==> src/rtl/cpu_run_monitor_pkg.sv <==
// cpu_run_monitor_pkg: shared state encoding and default parameters for the run monitor and its dump sequencer
package cpu_run_monitor_pkg;
  typedef enum logic [2:0] {IDLE, HOLD, RUN, DRAIN, RD_REQ, RD_CAP, PRESENT, DONE} state_t;
  localparam int DEF_INSTR_WIDTH = 32;
  localparam int DEF_DATA_WIDTH = 128;
  localparam int DEF_ADDR_WIDTH = 8;
  localparam int DEF_DUMP_DEPTH = 128;
  localparam int DEF_RESET_CYCLES = 5;
  localparam int DEF_DRAIN_CYCLES = 5;
  localparam int DEF_CNT_WIDTH = 32;
  localparam int DEF_MAX_CYCLES = 0;
  localparam logic [31:0] DEF_HALT_WORD = 32'h0000_0000;
endpackage

==> src/rtl/cpu_run_monitor_dump.sv <==
// cpu_run_monitor_dump: on go, reads dmem words 0..DUMP_DEPTH-1 and presents each on a valid/ready stream; ports: clk/reset, go, mem_en/mem_addr/mem_rdata, dump_valid/dump_ready/dump_addr/dump_data, last_done
module cpu_run_monitor_dump
  import cpu_run_monitor_pkg::*;
#(
  parameter int DATA_WIDTH = DEF_DATA_WIDTH,
  parameter int ADDR_WIDTH = DEF_ADDR_WIDTH,
  parameter int DUMP_DEPTH = DEF_DUMP_DEPTH
) (
  input  logic                  clk,
  input  logic                  reset,
  input  logic                  go,
  output logic                  mem_en,
  output logic [ADDR_WIDTH-1:0] mem_addr,
  input  logic [DATA_WIDTH-1:0] mem_rdata,
  output logic                  dump_valid,
  input  logic                  dump_ready,
  output logic [ADDR_WIDTH-1:0] dump_addr,
  output logic [DATA_WIDTH-1:0] dump_data,
  output logic                  last_done
);
  state_t state_q, state_d;
  logic [ADDR_WIDTH-1:0] k_q, k_d, dump_addr_q, dump_addr_d;
  logic [DATA_WIDTH-1:0] dump_data_q, dump_data_d;
  logic mem_en_q, mem_en_d, dump_valid_q, dump_valid_d, xfer, last_k;
  always_comb begin
    xfer = state_q == PRESENT && dump_ready;
    last_k = k_q == ADDR_WIDTH'(DUMP_DEPTH - 1);
    last_done = xfer && last_k;
    state_d = go ? RD_REQ : state_q == RD_REQ ? RD_CAP : state_q == RD_CAP ? PRESENT : xfer ? (last_k ? IDLE : RD_REQ) : state_q;
    k_d = go ? '0 : (xfer && !last_k) ? k_q + ADDR_WIDTH'(1) : k_q;
    mem_en_d = state_d == RD_REQ;
    dump_valid_d = state_d == PRESENT;
    dump_addr_d = state_q == RD_CAP ? k_q : dump_addr_q;
    dump_data_d = state_q == RD_CAP ? mem_rdata : dump_data_q;
  end
  always_ff @(posedge clk or posedge reset)
    if (reset) begin
      state_q <= IDLE;
      k_q <= '0;
      mem_en_q <= 1'b0;
      dump_valid_q <= 1'b0;
      dump_addr_q <= '0;
      dump_data_q <= '0;
    end else begin
      state_q <= state_d;
      k_q <= k_d;
      mem_en_q <= mem_en_d;
      dump_valid_q <= dump_valid_d;
      dump_addr_q <= dump_addr_d;
      dump_data_q <= dump_data_d;
    end
  assign mem_en = mem_en_q;
  assign mem_addr = k_q;
  assign dump_valid = dump_valid_q;
  assign dump_addr = dump_addr_q;
  assign dump_data = dump_data_q;
endmodule

==> src/rtl/cpu_run_monitor.sv <==
// cpu_run_monitor: holds CPU reset, times the run to the halt word or watchdog, drains, then dumps dmem; ports: clk/reset, start, instruction, cpu_reset, mem_sel/mem_en/mem_addr/mem_rdata, dump_valid/dump_ready/dump_addr/dump_data, cycle_count, busy/done/timeout
module cpu_run_monitor
  import cpu_run_monitor_pkg::*;
#(
  parameter int INSTR_WIDTH = DEF_INSTR_WIDTH,
  parameter int DATA_WIDTH = DEF_DATA_WIDTH,
  parameter int ADDR_WIDTH = DEF_ADDR_WIDTH,
  parameter int DUMP_DEPTH = DEF_DUMP_DEPTH,
  parameter int RESET_CYCLES = DEF_RESET_CYCLES,
  parameter int DRAIN_CYCLES = DEF_DRAIN_CYCLES,
  parameter int CNT_WIDTH = DEF_CNT_WIDTH,
  parameter int MAX_CYCLES = DEF_MAX_CYCLES,
  parameter logic [INSTR_WIDTH-1:0] HALT_WORD = DEF_HALT_WORD
) (
  input  logic                   clk,
  input  logic                   reset,
  input  logic                   start,
  input  logic [INSTR_WIDTH-1:0] instruction,
  output logic                   cpu_reset,
  output logic                   mem_sel,
  output logic                   mem_en,
  output logic [ADDR_WIDTH-1:0]  mem_addr,
  input  logic [DATA_WIDTH-1:0]  mem_rdata,
  output logic                   dump_valid,
  input  logic                   dump_ready,
  output logic [ADDR_WIDTH-1:0]  dump_addr,
  output logic [DATA_WIDTH-1:0]  dump_data,
  output logic [CNT_WIDTH-1:0]   cycle_count,
  output logic                   busy,
  output logic                   done,
  output logic                   timeout
);
  localparam int TW = $clog2((RESET_CYCLES > DRAIN_CYCLES ? RESET_CYCLES : DRAIN_CYCLES) + 1);
  state_t state_q, state_d;
  logic [TW-1:0] tmr_q, tmr_d;
  logic [CNT_WIDTH-1:0] cyc_q, cyc_d, cyc_inc;
  logic cpu_reset_q, cpu_reset_d, mem_sel_q, mem_sel_d, busy_q, busy_d, done_q, done_d, timeout_q, timeout_d;
  logic go, last_done, halt, limit;
  always_comb begin
    halt = instruction == HALT_WORD;
    cyc_inc = &cyc_q ? cyc_q : cyc_q + CNT_WIDTH'(1);
    limit = MAX_CYCLES != 0 && cyc_inc == CNT_WIDTH'(MAX_CYCLES);
    go = state_q == DRAIN && tmr_q == '0;
    state_d = state_q;
    tmr_d = tmr_q;
    cyc_d = cyc_q;
    timeout_d = timeout_q;
    case (state_q)
      IDLE, DONE: if (start) begin
        state_d = HOLD;
        tmr_d = TW'(RESET_CYCLES - 1);
        cyc_d = '0;
        timeout_d = 1'b0;
      end
      HOLD: begin
        tmr_d = tmr_q - TW'(1);
        if (tmr_q == '0) state_d = RUN;
      end
      RUN: begin
        cyc_d = cyc_inc;
        if (halt || limit) begin
          state_d = DRAIN;
          tmr_d = TW'(DRAIN_CYCLES - 1);
          timeout_d = !halt;
        end
      end
      DRAIN: begin
        tmr_d = tmr_q - TW'(1);
        if (tmr_q == '0) state_d = RD_REQ;
      end
      RD_REQ: if (last_done) state_d = DONE;
      default: state_d = state_q;
    endcase
    cpu_reset_d = !(state_d == RUN || state_d == DRAIN);
    mem_sel_d = state_d == RD_REQ;
    busy_d = !(state_d == IDLE || state_d == DONE);
    done_d = state_d == DONE;
  end
  always_ff @(posedge clk or posedge reset)
    if (reset) begin
      state_q <= IDLE;
      tmr_q <= '0;
      cyc_q <= '0;
      cpu_reset_q <= 1'b1;
      mem_sel_q <= 1'b0;
      busy_q <= 1'b0;
      done_q <= 1'b0;
      timeout_q <= 1'b0;
    end else begin
      state_q <= state_d;
      tmr_q <= tmr_d;
      cyc_q <= cyc_d;
      cpu_reset_q <= cpu_reset_d;
      mem_sel_q <= mem_sel_d;
      busy_q <= busy_d;
      done_q <= done_d;
      timeout_q <= timeout_d;
    end
  cpu_run_monitor_dump #(.DATA_WIDTH(DATA_WIDTH), .ADDR_WIDTH(ADDR_WIDTH), .DUMP_DEPTH(DUMP_DEPTH)) u_dump (
    .clk(clk), .reset(reset), .go(go),
    .mem_en(mem_en), .mem_addr(mem_addr), .mem_rdata(mem_rdata),
    .dump_valid(dump_valid), .dump_ready(dump_ready), .dump_addr(dump_addr), .dump_data(dump_data),
    .last_done(last_done)
  );
  assign cpu_reset = cpu_reset_q;
  assign mem_sel = mem_sel_q;
  assign cycle_count = cyc_q;
  assign busy = busy_q;
  assign done = done_q;
  assign timeout = timeout_q;
endmodule
==> config.mk <==
export PLATFORM = sky130hd
export DESIGN_NAME = cpu_run_monitor
export DESIGN_NICKNAME = d
export VERILOG_FILES = /design/src/rtl/cpu_run_monitor_pkg.sv /design/src/rtl/cpu_run_monitor_dump.sv /design/src/rtl/cpu_run_monitor.sv
export SDC_FILE = /design/constraint.sdc
export NUM_CORES = 1
export LEC_CHECK = 0
export ABC_AREA = 1
export BUFFER_PORTS_ARGS = -buffer_cell sky130_fd_sc_hd__buf_2
export CORE_MARGIN = 4
export CORE_UTILIZATION = 44
export DETAILED_ROUTE_END_ITERATION = 10
export GPL_TIMING_DRIVEN = 0
export PLACE_DENSITY = 0.84
export SYNTH_ARGS = -nofsm -noshare
export SYNTH_HDL_FRONTEND = slang
export SYNTH_SLANG_ARGS = --single-unit
==> constraint.sdc <==
create_clock -name clk -period 6.15 [get_ports clk]
set_input_delay 1.23 -clock clk [delete_from_list [all_inputs] [get_ports clk]]
set_output_delay 1.23 -clock clk [all_outputs]
set_load 0.03 [all_outputs]
==> flow_summary.json <==
{
  "status": "completed",
  "rows": 50,
  "clkPwrFrac_pct": 20.0,
  "ys_ff_latch": 192,
  "ys_warn_count": 0,
  "synth_top_area_share_pct": 55.5,
  "postCtsResizedCells": 0,
  "grt_pass1_wl_um": 38400,
  "dr.pass1.iters": 5,
  "r2r_setup_slack_ps": 4110,
  "post_cts_buffers": 0,
  "async_reset_ff_share_pct": 100,
  "hold_class": "flop to flop",
  "synth_top_family_by_area": "multiplexers",
  "cts.reportedPaths.clkPinSlew_ps": 70,
  "die_y_um": 148,
  "yosysSeqAreaShare_pct": 55.8,
  "finalCritPeriodShare_pct": 39.2,
  "crit_type": "flop to output port",
  "die_area_um2": 21900,
  "max_stage_delay_ps": 500,
  "vias_per_cell": 4.94,
  "timing.rr.end": "cycle_count[15]$_DFFE_PP0P_",
  "io_buffers": 346,
  "final_area_um2": 11400,
  "hold_viol": 0,
  "overflow": 0,
  "start_kind": "flop",
  "cp_num_buf_inv": 1,
  "period_needed_ps": 2410,
  "comb_power_share_pct": 44.1,
  "holdWs_ps": 488,
  "track_usage_pct": 22.0,
  "htree_levels": 4,
  "syn_inst": 815,
  "cts_tree": "built",
  "via_count": 7198,
  "synth_mux_area_share_pct": 17.0,
  "ys_types": 39,
  "synth.net_count": 983,
  "p_int_uw": 3170,
  "drt-total-wl_um": 24400,
  "drt_iter0_markers": 271,
  "hold_buffers": 0,
  "maxCapViolations": 0,
  "cts_root_buffer": "clkbuf_16",
  "leakagePower_uw": 0.00558,
  "yosys.area_share.simple_pct": 16.6,
  "grt_start_max_net_pins": 44,
  "chipWidth_um": 148,
  "yosys.area.top_type": "dfrtp_1",
  "drive_gt1_share_pct": 47.4,
  "synth_edf_count": 0,
  "slowest_stage": "dfrtp_1",
  "clock_sinks": 192,
  "netSwitchingFraction_pct": 42.8,
  "crit_chain": "buf_2",
  "start_util_pct": 45.4,
  "final_util_pct": 59.9,
  "skew_ps": 15.0,
  "reg2reg_depth": 11,
  "cp_max_fo": 7,
  "r2r_start": "cycle_count[0]$_DFFE_PP0P_",
  "clk-insertion-delay-late_ps": 440,
  "syn_area_um2": 8610,
  "yosys.area_share.adder_pct": 0.581,
  "yosys.area_share.xor_xnor_pct": 0.814,
  "wl_per_cell_um": 16.7,
  "final_max_slew_viol_count": 0,
  "endpoint_kind": "output port",
  "core-area_um2": 19000,
  "ant_nets": 0,
  "place_hpwl_um": 19200,
  "setup_viol_count_final": 0,
  "area_delta_synth_final_pct": 31.9,
  "synthTopCellsByCount": "191 x dfrtp_1, 161 x nand2_1, 130 x mux2_2",
  "p_seq_share_pct": 35.9,
  "cts.path.max_buffers": 2,
  "nets": 1352,
  "synthTopCellsByArea": "dfrtp_1 56%, mux2_2 17%, nand2_1 7.0%, nor2_1 3.1%, nand3_1 3.0%",
  "antenna_found_initial": 1,
  "syn-mean-instance-area_um2": 10.6,
  "synth_ff_type": "dfrtp_1",
  "min_from": "tmr_q[0]$_DFFE_PP0P_",
  "max-vdd-ir-drop_mv": 0.380,
  "cts-buffers-inserted": 17,
  "tightest_slew_ps": 929,
  "fmax_ghz": 0.415,
  "slew_headroom_pct": 37.9,
  "power.density_nw_per_um2": 489,
  "yosysMostFrequentCell": "dfrtp_1",
  "io_pins": 347,
  "synth_compound_gate_area_share_pct": 4.56,
  "dpl_cell_area_um2": 10700,
  "worstHoldPathCells": 2,
  "grt_pass1_vias": 7632,
  "min_delay_worst_endpoint": "tmr_q[0]$_DFFE_PP0P_",
  "cp.required_ps": 4920,
  "finalSetupTns_ps": 0,
  "rsz0062_at_grt": "false",
  "critical-path-top-delay-family": "flip-flops",
  "switching_power_uw": 2370,
  "arrival_ps": 1180,
  "remaining_drc_errors": 0,
  "gp_congestion": 0.938
}
==> routing by layer <==
metal	routed length (µm)	up-vias	global-route usage (%)
li1	-	3444	-
met3	1860	42	5.95
met2	12500	302	39.1
met1	9490	3410	25.6
met4	536	0	7.67
met5	0	-	0
==> how the worst max path moves through the flow <==
stage / end / from / slack [ps] / cells past startpoint
floorplan: busy$_DFF_PP0_ / reset / 2440 / 1
global placement: u_dump.dump_data[45]$_DFFE_PP0N_ / reset / 1330 / 2
detailed placement: tmr_q[2]$_DFFE_PP0P_ / instruction[19] / 3640 / 9
CTS: cycle_count[0] / cycle_count[0]$_DFFE_PP0P_ / 3740 / 1
global route: cycle_count[0] / cycle_count[0]$_DFFE_PP0P_ / 3680 / 1
finish: cycle_count[0] / cycle_count[0]$_DFFE_PP0P_ / 3740 / 1
==> cell usage in the layout, fill, tap and decap left out, types with 2 or more instances in the layout <==
| master | count |
|---|---|
| inv_6 | 7 |
| buf_2 | 362 |
| clkbuf_1 | 4 |
| nand4_1 | 6 |
| buf_12 | 4 |
| o21ai_1 | 14 |
| nor3_1 | 20 |
| ha_1 | 4 |
| inv_2 | 7 |
| nand2_2 | 3 |
| o21ai_0 | 30 |
| dfrtp_1 | 191 |
| buf_6 | 3 |
| nor2_2 | 3 |
| inv_1 | 57 |
| nand2_1 | 161 |
| clkinv_8 | 6 |
| a21oi_1 | 8 |
| nor2_4 | 2 |
| xor2_1 | 7 |
| clkbuf_16 | 17 |
| mux2_2 | 130 |
| o21ai_2 | 8 |
| nand3_1 | 52 |
| nor2_1 | 71 |
==> power groups by stage <==
stage               logic, µW  clock network, µW  registers (µW)
CTS                      2480               1130            1990
floorplan                 754                  0            2920
detailed placement       2480                  0            2010
finish                   2450               1110            1990
global route             2590               1190            2050
global placement         2410                  0            1980
==> cell families (layout without fill, tap and decap cells) <==
| kind of cell | count (synthesis) | in the layout |
|---|---|---|
| and+or+nand+nor | 326 | 326 |
| DFF | 192 | 192 |
| muxes | 130 | 130 |
| buffers and inverters | 89 | 471 |
| AOI/OAI and AO/OA | 66 | 66 |
| xor gates and xnor gates | 8 | 8 |
| adders and majority gates | 4 | 4 |
| other | 0 | 1 |
==> metrics by stage <==
stage | std cells | setup WS, ps | total power (µW)
after global placement | 1421 | 1330 | 4390
after global routing | 1458 | 3680 | 5820
final | 1458 | 3740 | 5550
after detailed placement | 1425 | 3640 | 4490
after floorplan | 815 | 2440 | 3670
after CTS | 1457 | 3740 | 5600
==> cell type report <==
type	instances	area, µm²
multi-input combinational	534	3410
buffer	23	140
clock buffer	18	429
sequential	192	4810
timing repair buffer	350	1810
fill	1613	7600
inverter	66	256
antenna	1	2.50
tap	260	325
clock inverter	14	170
==> state kept, by name (all words and copies together) (netlist names), 3 cells and up <==
| register | cells |
|---|---|
| tmr_q | 3 |
| cycle_count | 32 |
| state_q | 3 |
| u_dump.dump_addr | 8 |
| u_dump.mem_addr | 8 |
| u_dump.state_q | 3 |
| u_dump.dump_data | 128 |
Note: power is estimated with default switching activity, not from simulation.
